$ cat config.mk
export PLATFORM = sky130hd
export DESIGN_NAME = slc3_control_unit
export DESIGN_NICKNAME = d
export VERILOG_FILES = /design/src/rtl/slc3_pkg.sv /design/src/rtl/slc3_control_unit.sv
export SDC_FILE = /design/constraint.sdc
export NUM_CORES = 1
export LEC_CHECK = 0
export BUFFER_PORTS_ARGS = -buffer_cell sky130_fd_sc_hd__buf_2
export CELL_PAD_IN_SITES_DETAIL_PLACEMENT = 0
export CELL_PAD_IN_SITES_GLOBAL_PLACEMENT = 1
export CORE_ASPECT_RATIO = 2
export CORE_MARGIN = 2
export CORE_UTILIZATION = 27
export DETAILED_ROUTE_END_ITERATION = 10
export PLACE_DENSITY = 0.71
export SYNTH_ARGS = -nofsm -noshare
export SYNTH_HDL_FRONTEND = slang
export SYNTH_SLANG_ARGS = --single-unit
$ cat constraint.sdc
create_clock -name Clk -period 1.8 [get_ports Clk]
set_input_delay 0.36 -clock Clk [delete_from_list [all_inputs] [get_ports Clk]]
set_output_delay 0.36 -clock Clk [all_outputs]
set_load 0.02 [all_outputs]
$ cat src/rtl/slc3_pkg.sv
// slc3_pkg: shared definitions for the SLC-3 control unit and datapath.
//   - state_t : control FSM state encoding
//   - OP_*    : IR[15:12] opcodes of the supported instruction subset
//   - PCMUX_*, ADDR2_*, ALUK_* : datapath mux / ALU select encodings
package slc3_pkg;

  typedef enum logic [4:0] {
    S_HALTED,
    S_18,
    S_33,
    S_35,
    S_32,
    S_01,
    S_05,
    S_09,
    S_00,
    S_22,
    S_12,
    S_04,
    S_21,
    S_06,
    S_07,
    S_25,
    S_27,
    S_23,
    S_16,
    S_P1,
    S_P2
  } state_t;

  localparam logic [3:0] OP_BR    = 4'b0000;
  localparam logic [3:0] OP_ADD   = 4'b0001;
  localparam logic [3:0] OP_JSR   = 4'b0100;
  localparam logic [3:0] OP_AND   = 4'b0101;
  localparam logic [3:0] OP_LDR   = 4'b0110;
  localparam logic [3:0] OP_STR   = 4'b0111;
  localparam logic [3:0] OP_NOT   = 4'b1001;
  localparam logic [3:0] OP_JMP   = 4'b1100;
  localparam logic [3:0] OP_PAUSE = 4'b1101;

  localparam logic [1:0] PCMUX_PC1   = 2'b00;
  localparam logic [1:0] PCMUX_BUS   = 2'b01;
  localparam logic [1:0] PCMUX_ADDER = 2'b10;

  localparam logic [1:0] ADDR2_ZERO  = 2'b00;
  localparam logic [1:0] ADDR2_OFF11 = 2'b01;
  localparam logic [1:0] ADDR2_OFF9  = 2'b10;
  localparam logic [1:0] ADDR2_OFF6  = 2'b11;

  localparam logic [1:0] ALUK_ADD   = 2'b00;
  localparam logic [1:0] ALUK_AND   = 2'b01;
  localparam logic [1:0] ALUK_NOTA  = 2'b10;
  localparam logic [1:0] ALUK_PASSA = 2'b11;

endpackage

$ cat src/rtl/slc3_control_unit.sv
// slc3_control_unit: fetch / decode / execute sequencer for the SLC-3.
//   Inputs : Clk, Reset (sync, active-high), Run, Continue,
//            Opcode (IR[15:12]), IR_5, IR_11, BEN
//   Outputs: register loads (LD_*), bus gates (Gate*), mux selects
//            (PCMUX, DRMUX, SR1MUX, SR2MUX, ADDR1MUX, ADDR2MUX, ALUK),
//            MIO_EN and the memory strobes Mem_OE / Mem_WE.
//   Outputs are a decode of the registered state (plus the wait counter
//   in memory states) and are forced low while Reset is high.
module slc3_control_unit
  import slc3_pkg::*;
#(
  parameter int unsigned MEM_WAIT = 2
) (
  input  logic       Clk,
  input  logic       Reset,
  input  logic       Run,
  input  logic       Continue,
  input  logic [3:0] Opcode,
  input  logic       IR_5,
  input  logic       IR_11,
  input  logic       BEN,
  output logic       LD_MAR,
  output logic       LD_MDR,
  output logic       LD_IR,
  output logic       LD_BEN,
  output logic       LD_CC,
  output logic       LD_REG,
  output logic       LD_PC,
  output logic       LD_LED,
  output logic       GatePC,
  output logic       GateMDR,
  output logic       GateALU,
  output logic       GateMARMUX,
  output logic [1:0] PCMUX,
  output logic       DRMUX,
  output logic       SR1MUX,
  output logic       SR2MUX,
  output logic       ADDR1MUX,
  output logic [1:0] ADDR2MUX,
  output logic [1:0] ALUK,
  output logic       MIO_EN,
  output logic       Mem_OE,
  output logic       Mem_WE
);

  localparam int unsigned CNT_W = $clog2(MEM_WAIT + 1);
  localparam logic [CNT_W-1:0] LAST_CNT = CNT_W'(MEM_WAIT - 1);

  state_t           state_q, state_d;
  logic [CNT_W-1:0] wait_cnt_q, wait_cnt_d;
  logic             wait_last;
  logic             in_mem_state;

  assign wait_last    = (wait_cnt_q == LAST_CNT);
  assign in_mem_state = (state_q == S_33) || (state_q == S_25) || (state_q == S_16);

  always_ff @(posedge Clk) begin
    if (Reset) begin
      state_q    <= S_HALTED;
      wait_cnt_q <= '0;
    end else begin
      state_q    <= state_d;
      wait_cnt_q <= wait_cnt_d;
    end
  end

  // Next-state and wait counter
  always_comb begin
    state_d = state_q;
    unique case (state_q)
      S_HALTED: if (Run) state_d = S_18;
      S_18:     state_d = S_33;
      S_33:     if (wait_last) state_d = S_35;
      S_35:     state_d = S_32;
      S_32: begin
        unique case (Opcode)
          OP_ADD:   state_d = S_01;
          OP_AND:   state_d = S_05;
          OP_NOT:   state_d = S_09;
          OP_BR:    state_d = S_00;
          OP_JMP:   state_d = S_12;
          OP_JSR:   state_d = S_04;
          OP_LDR:   state_d = S_06;
          OP_STR:   state_d = S_07;
          OP_PAUSE: state_d = S_P1;
          default:  state_d = S_18;
        endcase
      end
      S_00:     state_d = BEN ? S_22 : S_18;
      S_04:     state_d = S_21;
      S_06:     state_d = S_25;
      S_07:     state_d = S_23;
      S_25:     if (wait_last) state_d = S_27;
      S_23:     state_d = S_16;
      S_16:     if (wait_last) state_d = S_18;
      S_P1:     if (Continue) state_d = S_P2;
      // P2 waits for Continue to drop so a held Continue cannot pass a
      // following PAUSE as well.
      S_P2:     if (!Continue) state_d = S_18;
      S_01, S_05, S_09, S_22, S_12, S_21, S_27: state_d = S_18;
      default:  state_d = S_HALTED;
    endcase

    // Counter only advances while dwelling in a memory state; any state
    // change (including re-entry) starts it from zero.
    wait_cnt_d = '0;
    if (in_mem_state && (state_d == state_q)) wait_cnt_d = wait_cnt_q + CNT_W'(1);
  end

  // Output decode
  always_comb begin
    LD_MAR     = 1'b0;
    LD_MDR     = 1'b0;
    LD_IR      = 1'b0;
    LD_BEN     = 1'b0;
    LD_CC      = 1'b0;
    LD_REG     = 1'b0;
    LD_PC      = 1'b0;
    LD_LED     = 1'b0;
    GatePC     = 1'b0;
    GateMDR    = 1'b0;
    GateALU    = 1'b0;
    GateMARMUX = 1'b0;
    PCMUX      = PCMUX_PC1;
    DRMUX      = 1'b0;
    SR1MUX     = 1'b0;
    SR2MUX     = 1'b0;
    ADDR1MUX   = 1'b0;
    ADDR2MUX   = ADDR2_ZERO;
    ALUK       = ALUK_ADD;
    MIO_EN     = 1'b0;
    Mem_OE     = 1'b0;
    Mem_WE     = 1'b0;
    if (!Reset) begin
      unique case (state_q)
        S_18: begin
          GatePC = 1'b1;
          LD_MAR = 1'b1;
          PCMUX  = PCMUX_PC1;
          LD_PC  = 1'b1;
        end
        S_33, S_25: begin
          Mem_OE = 1'b1;
          MIO_EN = 1'b1;
          LD_MDR = wait_last;
        end
        S_35: begin
          GateMDR = 1'b1;
          LD_IR   = 1'b1;
        end
        S_32: LD_BEN = 1'b1;
        S_01, S_05: begin
          SR1MUX  = 1'b1;
          SR2MUX  = IR_5;
          ALUK    = (state_q == S_05) ? ALUK_AND : ALUK_ADD;
          GateALU = 1'b1;
          LD_REG  = 1'b1;
          LD_CC   = 1'b1;
        end
        S_09: begin
          SR1MUX  = 1'b1;
          ALUK    = ALUK_NOTA;
          GateALU = 1'b1;
          LD_REG  = 1'b1;
          LD_CC   = 1'b1;
        end
        S_22: begin
          ADDR2MUX = ADDR2_OFF9;
          PCMUX    = PCMUX_ADDER;
          LD_PC    = 1'b1;
        end
        S_12: begin
          SR1MUX   = 1'b1;
          ADDR1MUX = 1'b1;
          PCMUX    = PCMUX_ADDER;
          LD_PC    = 1'b1;
        end
        S_04: begin
          GatePC = 1'b1;
          DRMUX  = 1'b1;
          LD_REG = 1'b1;
        end
        S_21: begin
          if (IR_11) begin
            ADDR2MUX = ADDR2_OFF11;
          end else begin
            ADDR1MUX = 1'b1;
            SR1MUX   = 1'b1;
          end
          PCMUX = PCMUX_ADDER;
          LD_PC = 1'b1;
        end
        S_06, S_07: begin
          SR1MUX     = 1'b1;
          ADDR1MUX   = 1'b1;
          ADDR2MUX   = ADDR2_OFF6;
          GateMARMUX = 1'b1;
          LD_MAR     = 1'b1;
        end
        S_27: begin
          GateMDR = 1'b1;
          LD_REG  = 1'b1;
          LD_CC   = 1'b1;
        end
        S_23: begin
          ALUK    = ALUK_PASSA;
          GateALU = 1'b1;
          LD_MDR  = 1'b1;
        end
        S_16: Mem_WE = 1'b1;
        S_P1: LD_LED = 1'b1;
        default: ;
      endcase
    end
  end

endmodule
# After elaboration in Yosys (flattened, before gate mapping)
# Memory sizes are Yosys's and may differ from the RTL's.
# Cells that the tools add are included.
totals:
  romBits: 80
  in_bits: 11
  n_memories: 1
  elab_cells: 99
  output_inout_bits: 25
  regBits: 7
memory_table:
  columns: ["name", "depth", "width", "read_ports", "rd_clocked_by_memory_dff", "write_ports", "line", "rtl"]
  rows:
  - ["(no name shown)", 16, 5, 1, 0, 0, "slc3_control_unit.sv:76", "unique case (Opcode)"]
op_classes:
  bitwise: 1
  reduce_logical: 19
  mux: 53
  n_eq_ne: 22
  n_addsub: 1
ops:
  columns: ["op", "n"]
  rows:
  - ["5-bit case mux with 15 select lines", 1]
  - ["5-bit by 4-bit == test with 1-bit output, second input constant", 8]
  - ["1-bit two-way mux", 36]
  - ["5-bit two-way mux", 6]
  - ["5-bit == test, second input constant", 5]
  - ["5-bit by 3-bit == test with 1-bit output, second input constant", 4]
  - ["2-bit case mux with 3 select lines", 2]
  - ["2-bit OR reduction", 6]
  - ["4-bit OR reduction", 3]
  - ["5-bit by 2-bit == test with 1-bit output, second input constant", 2]
  - ["3-bit OR reduction", 3]
  - ["2-bit two-way mux", 4]
  - ["7-bit OR reduction", 1]
  - ["1-bit case mux with 2 select lines", 3]
  - ["6-bit OR reduction", 1]
  - ["5-bit by 1-bit == test with 1-bit output, second input constant", 1]
  - ["5-bit == test", 1]
  - ["5-bit zero test", 1]
  - ["5-bit OR reduction", 1]
  - ["4-bit two-way mux", 1]
  - ["2-bit by 1-bit adder with 2-bit output, second input constant", 1]
  - ["2-bit by 1-bit == test with 1-bit output, second input constant", 1]
  - ["1-bit logical OR", 2]
  - ["1-bit logical AND", 1]
  - ["1-bit inverter", 1]

# Logic depth before layout (Yosys ltp)
depth:
  depth_word: 7
  ltp_mapped: 7
  ltp_nobuf: 7

# Worst setup path after synthesis
# Ideal clock, no wire load.
synth_path:
  path_type: "register to output"
  from: "register state_q[3]"
  to: "output LD_MDR"
  path_buffers: 1
  t_arrival_ns: 2.003
  required_ns: 1.440
  stages_incl_launch_ff: 6
  slack_ns: -0.563
  cell_sequence: "dfxtp_1 -> clkbuf_1 -> nor3_1 -> a31oi_1 -> nor4_1 -> a32o_1"
synth_between:
  elab_chain_len: 4
  word_cells_on_any_way: 6
  cone_classes: "3 x eq/ne; 2 x mux; 1 x reduce/logical"
synth_lines:
  columns: ["element", "line", "rtl"]
  rows:
  - ["start, declared", "slc3_control_unit.sv:49", "state_t state_q, state_d;"]
  - ["start signal, assigned", "slc3_control_unit.sv:62", "state_q <= state_d;"]
  - ["5-bit by 2-bit == test with 1-bit output or 5-bit by 4-bit == test with 1-bit output (tied branches)", "slc3_control_unit.sv:135", "unique case (state_q)"]
  - ["2-bit OR reduction", "slc3_control_unit.sv:135", null]
  - ["1-bit case mux with 2 select lines *", "slc3_control_unit.sv:135", null]
  - ["1-bit two-way mux *", "slc3_control_unit.sv:134", "if (!Reset) begin"]
  - ["end, declared", "slc3_control_unit.sv:23", "output logic LD_MDR,"]
# Every way passes the cells marked *; elsewhere a longest branch is shown, timed or not.

# Final worst setup path
layout_path:
  from: "register state_q[1]"
  to: "output SR1MUX"
layout_between:
  elab_chain_len: 4
  word_cells_on_any_way: 10
  cone_classes: "7 x eq/ne; 2 x mux; 1 x reduce/logical"
layout_lines:
  columns: ["element", "line", "rtl"]
  rows:
  - ["5-bit by 3-bit == test with 1-bit output or 5-bit by 4-bit == test with 1-bit output (tied branches)", "slc3_control_unit.sv:135", null]
  - ["6-bit OR reduction (no source line)", null, null]
  - ["1-bit case mux with 2 select lines *", "slc3_control_unit.sv:135", null]
  - ["1-bit two-way mux *", "slc3_control_unit.sv:134", null]
  - ["end, declared", "slc3_control_unit.sv:36", "output logic SR1MUX,"]
# Marks and branches as above.

==> metrics <==
status complete, but fails checks; violated checks setup timing; pwr dens about 380 nW/um^2; Leak 0.966 nW; Worst Slack Setup Final -148 ps; largest area contributor in the synthesized netlist dfxtp_1; Hold Fails Final Rpt 0; Worst Path Arrival ~1600 ps; drc violations 0; layout net count approximately 270; HP Class flip-flop to flip-flop; compound-cell area share of the yosys netlist between 30% and 40%; XOR/XNOR share of the synthesized area 0.877%; Sequential Power Share a little over a fifth; fmax 513 MHz; share of the core filled with cells 60.9%; routed via count between 1500 and 2000; Min Hold Slack approximately 520 ps; hold buffers post-CTS 0; DR iter-0 viols 27; diode count 0; DP Wirelength around 3.5 mm; Non-Filler Instances between 300 and 400; global-route wire length before repair around 7.1 mm; num rows 31; Synth Area in Adders 1.25%; PortBufs 34; largest family of logic cells by synthesized area simple AND/OR/NAND/NOR gates; placed instance area around 1600 sq um; Clock power frac 28.4%; final instance area ~2200 sq um; Worst-path clk slew ~40 ps; post-place setup slack -197 ps; asr flop ratio synth 0%; grt ovf 0; drt first pass iters 4; Synth Warn # 0; VDD IR max a little under 0.4 mV; antenna violations before repair 0; vias per inst ~5.2; Setup TNS -606 ps; switching power between 0.2 and 0.3 mW; Placer Congestion a little under 0.9; Placed Instances 285; Die Height 90 um; # setup viols final 11; Worst Setup Start Kind flip-flop; Syn Std Cell Area about 1000 sq um; max-slew violation count 0; Post-synth top flop dfxtp_1; GRT Util Overall between 20 and 25%; EDFF count, synth 0; multiplexer share of the synthesized area around 3.1%; Cells after Synth between 150 and 200; Final min period about 1900 ps; CTS Root Cell clkbuf_8; clock sinks 7; FF+latch count, synth 7; largest cells by area after synthesis dfxtp_1 14%, nor2_1 7.5%, nor2b_1 6.3%, nand2_1 5.6%, a21oi_1 5.0%; Mapped Nets approximately 170; Core ar. about 3600 sq um; Seq/Total Area, Yosys between 10 and 15%; die area roughly 4200 sq um; worst skew pair latency roughly 240 ps; CTS max path bufs 2; top-count cell post-synth nor2_1; Final Power roughly 0.83 mW; Yosys top cell area share between 10 and 15%; sw frac between 30% and 40%; largest net degree at the start of global routing 13; simple-gate share of the synthesized area 40.6%; area grow syn2layout 118%; fraction of layout cells with a size suffix above 1 around 63%; routed wire length 4.68 mm; I/O pins 36; Num CTS Buffers 3; number of fill cells between 300 and 400; Req. time, crit path 1440 ps; Int Power approximately 0.54 mW; synthesized area per cell around 6.4 sq um; Gate power share approximately half; crit end category output pin; post-route antenna net violation count 0; Yosys cell types 43; routed len/inst 15.3 um; Starting Density 28.0%; post-route clock period utilization 108%; clock skew 7.01 ps; Chip Width around 47 um; max cap viols 0; RSZ-0062 raised after global routing true; TritonCTS clock tree yes; crit-path max FO 11; kind of critical path flip-flop to output pin; vias in the first global route between 1500 and 2000; H-Tree Depth 1; Synth top cells by count 20 x nor2_1, 15 x nand2_1, 10 x a21oi_1, 10 x nor2b_1, 10 x o21ai_0
logic make-up (layout without fill, tap and decap cells):
group | Yosys count | after routing
adders and majority gates | 1 | 1
muxes | 3 | 3
DFF | 7 | 7
AOI/OAI and AO/OA | 47 | 47
buffers and inverters | 19 | 118
other | 1 | 1
and+or+nand+nor | 78 | 78
xor gates and xnor gates | 1 | 1
state kept, by name (all words and copies together), names as in the netlist:
register,cells
state_q,5
wait_cnt_q,2
power groups by stage:
stage               clock (mW)  sequential (mW)  combinational, mW
global placement             0            0.179              0.312
floorplan                    0            0.169              0.156
global route             0.246            0.183              0.445
finish                   0.237            0.182              0.416
CTS                      0.240            0.179              0.371
detailed placement           0            0.179              0.319
critical path: stages (launching register included):
cell	delay, ps
dfxtp_4	450
nand2b_1	210
buf_4	160
nor2_1	40
o21ai_0	220
a21oi_1	100
buf_4	170
cells in the final DEF, fill, tap and decap left out, types with 2 or more instances in the layout:
cell type  netlist  layout
a31oi_1          5       4
nor4_4           0       3
inv_2            0       2
o21ai_0         10       7
a31o_1           2       2
and3_1           5       4
nand2_1         15      12
a211oi_1         4       4
nor3_1           5       3
dfxtp_2          0       2
nor2b_1         10       2
nand4_1          2       2
a2111oi_1        0       2
inv_1            6       4
buf_2            5      16
or2_4            0       4
buf_4            2      69
nor2b_4          0       5
nor2b_2          0       3
nor2_4           0       4
dfxtp_4          0       3
nand2_4          0       2
a21oi_1         10       5
o21bai_1         3       3
nor2_1          20      15
a21oi_2          0       5
o21ai_2          0       2
clkbuf_8         0       3
or3_1            4       4
dfxtp_1          7       2
buf_6            0      22
nand2b_1         5       4
routing by layer:
layer	vias up	global-route usage [%]	part of all wire (%)	routed length (um)
li1	770	-	-	-
met1	741	19.5	33	1570
met2	48	43.3	61	2830
met3	15	2.41	2.3	108
met4	0	11.8	3.7	172
met5	-	0	0	0
final timing paths:
| check | start | end | slack (ps) | cells past startpoint |
|---|---|---|---|---|
| worst min-delay path | wait_cnt_q[0] | wait_cnt_q[0] | 520 | 2 |
| worst max register to register | state_q[2] | wait_cnt_q[1] | -20 | 7 |
| worst max-delay path | state_q[1] | SR1MUX | -150 | 6 |
| worst min register to register | wait_cnt_q[0] | wait_cnt_q[0] | 520 | 2 |
repair_timing:
item | in CTS | in global routing
setup buffers | 8 | 8
pin swaps | 6 | 8
gates resized for setup | 72 | 37
setup endpoints to repair | 26 | 24
hold endpoints to repair | 0 | 0
cell type report:
class	instances	area (sq um)	area share, %
clock buffer	4	45.0	2.07
inverter	6	22.5	1.04
sequential	7	154	7.09
multi-input combinational	131	1030	47.4
timing repair buffer	108	861	39.6
tap	49	61.3	2.82
Power figures use the tool's default switching activity.
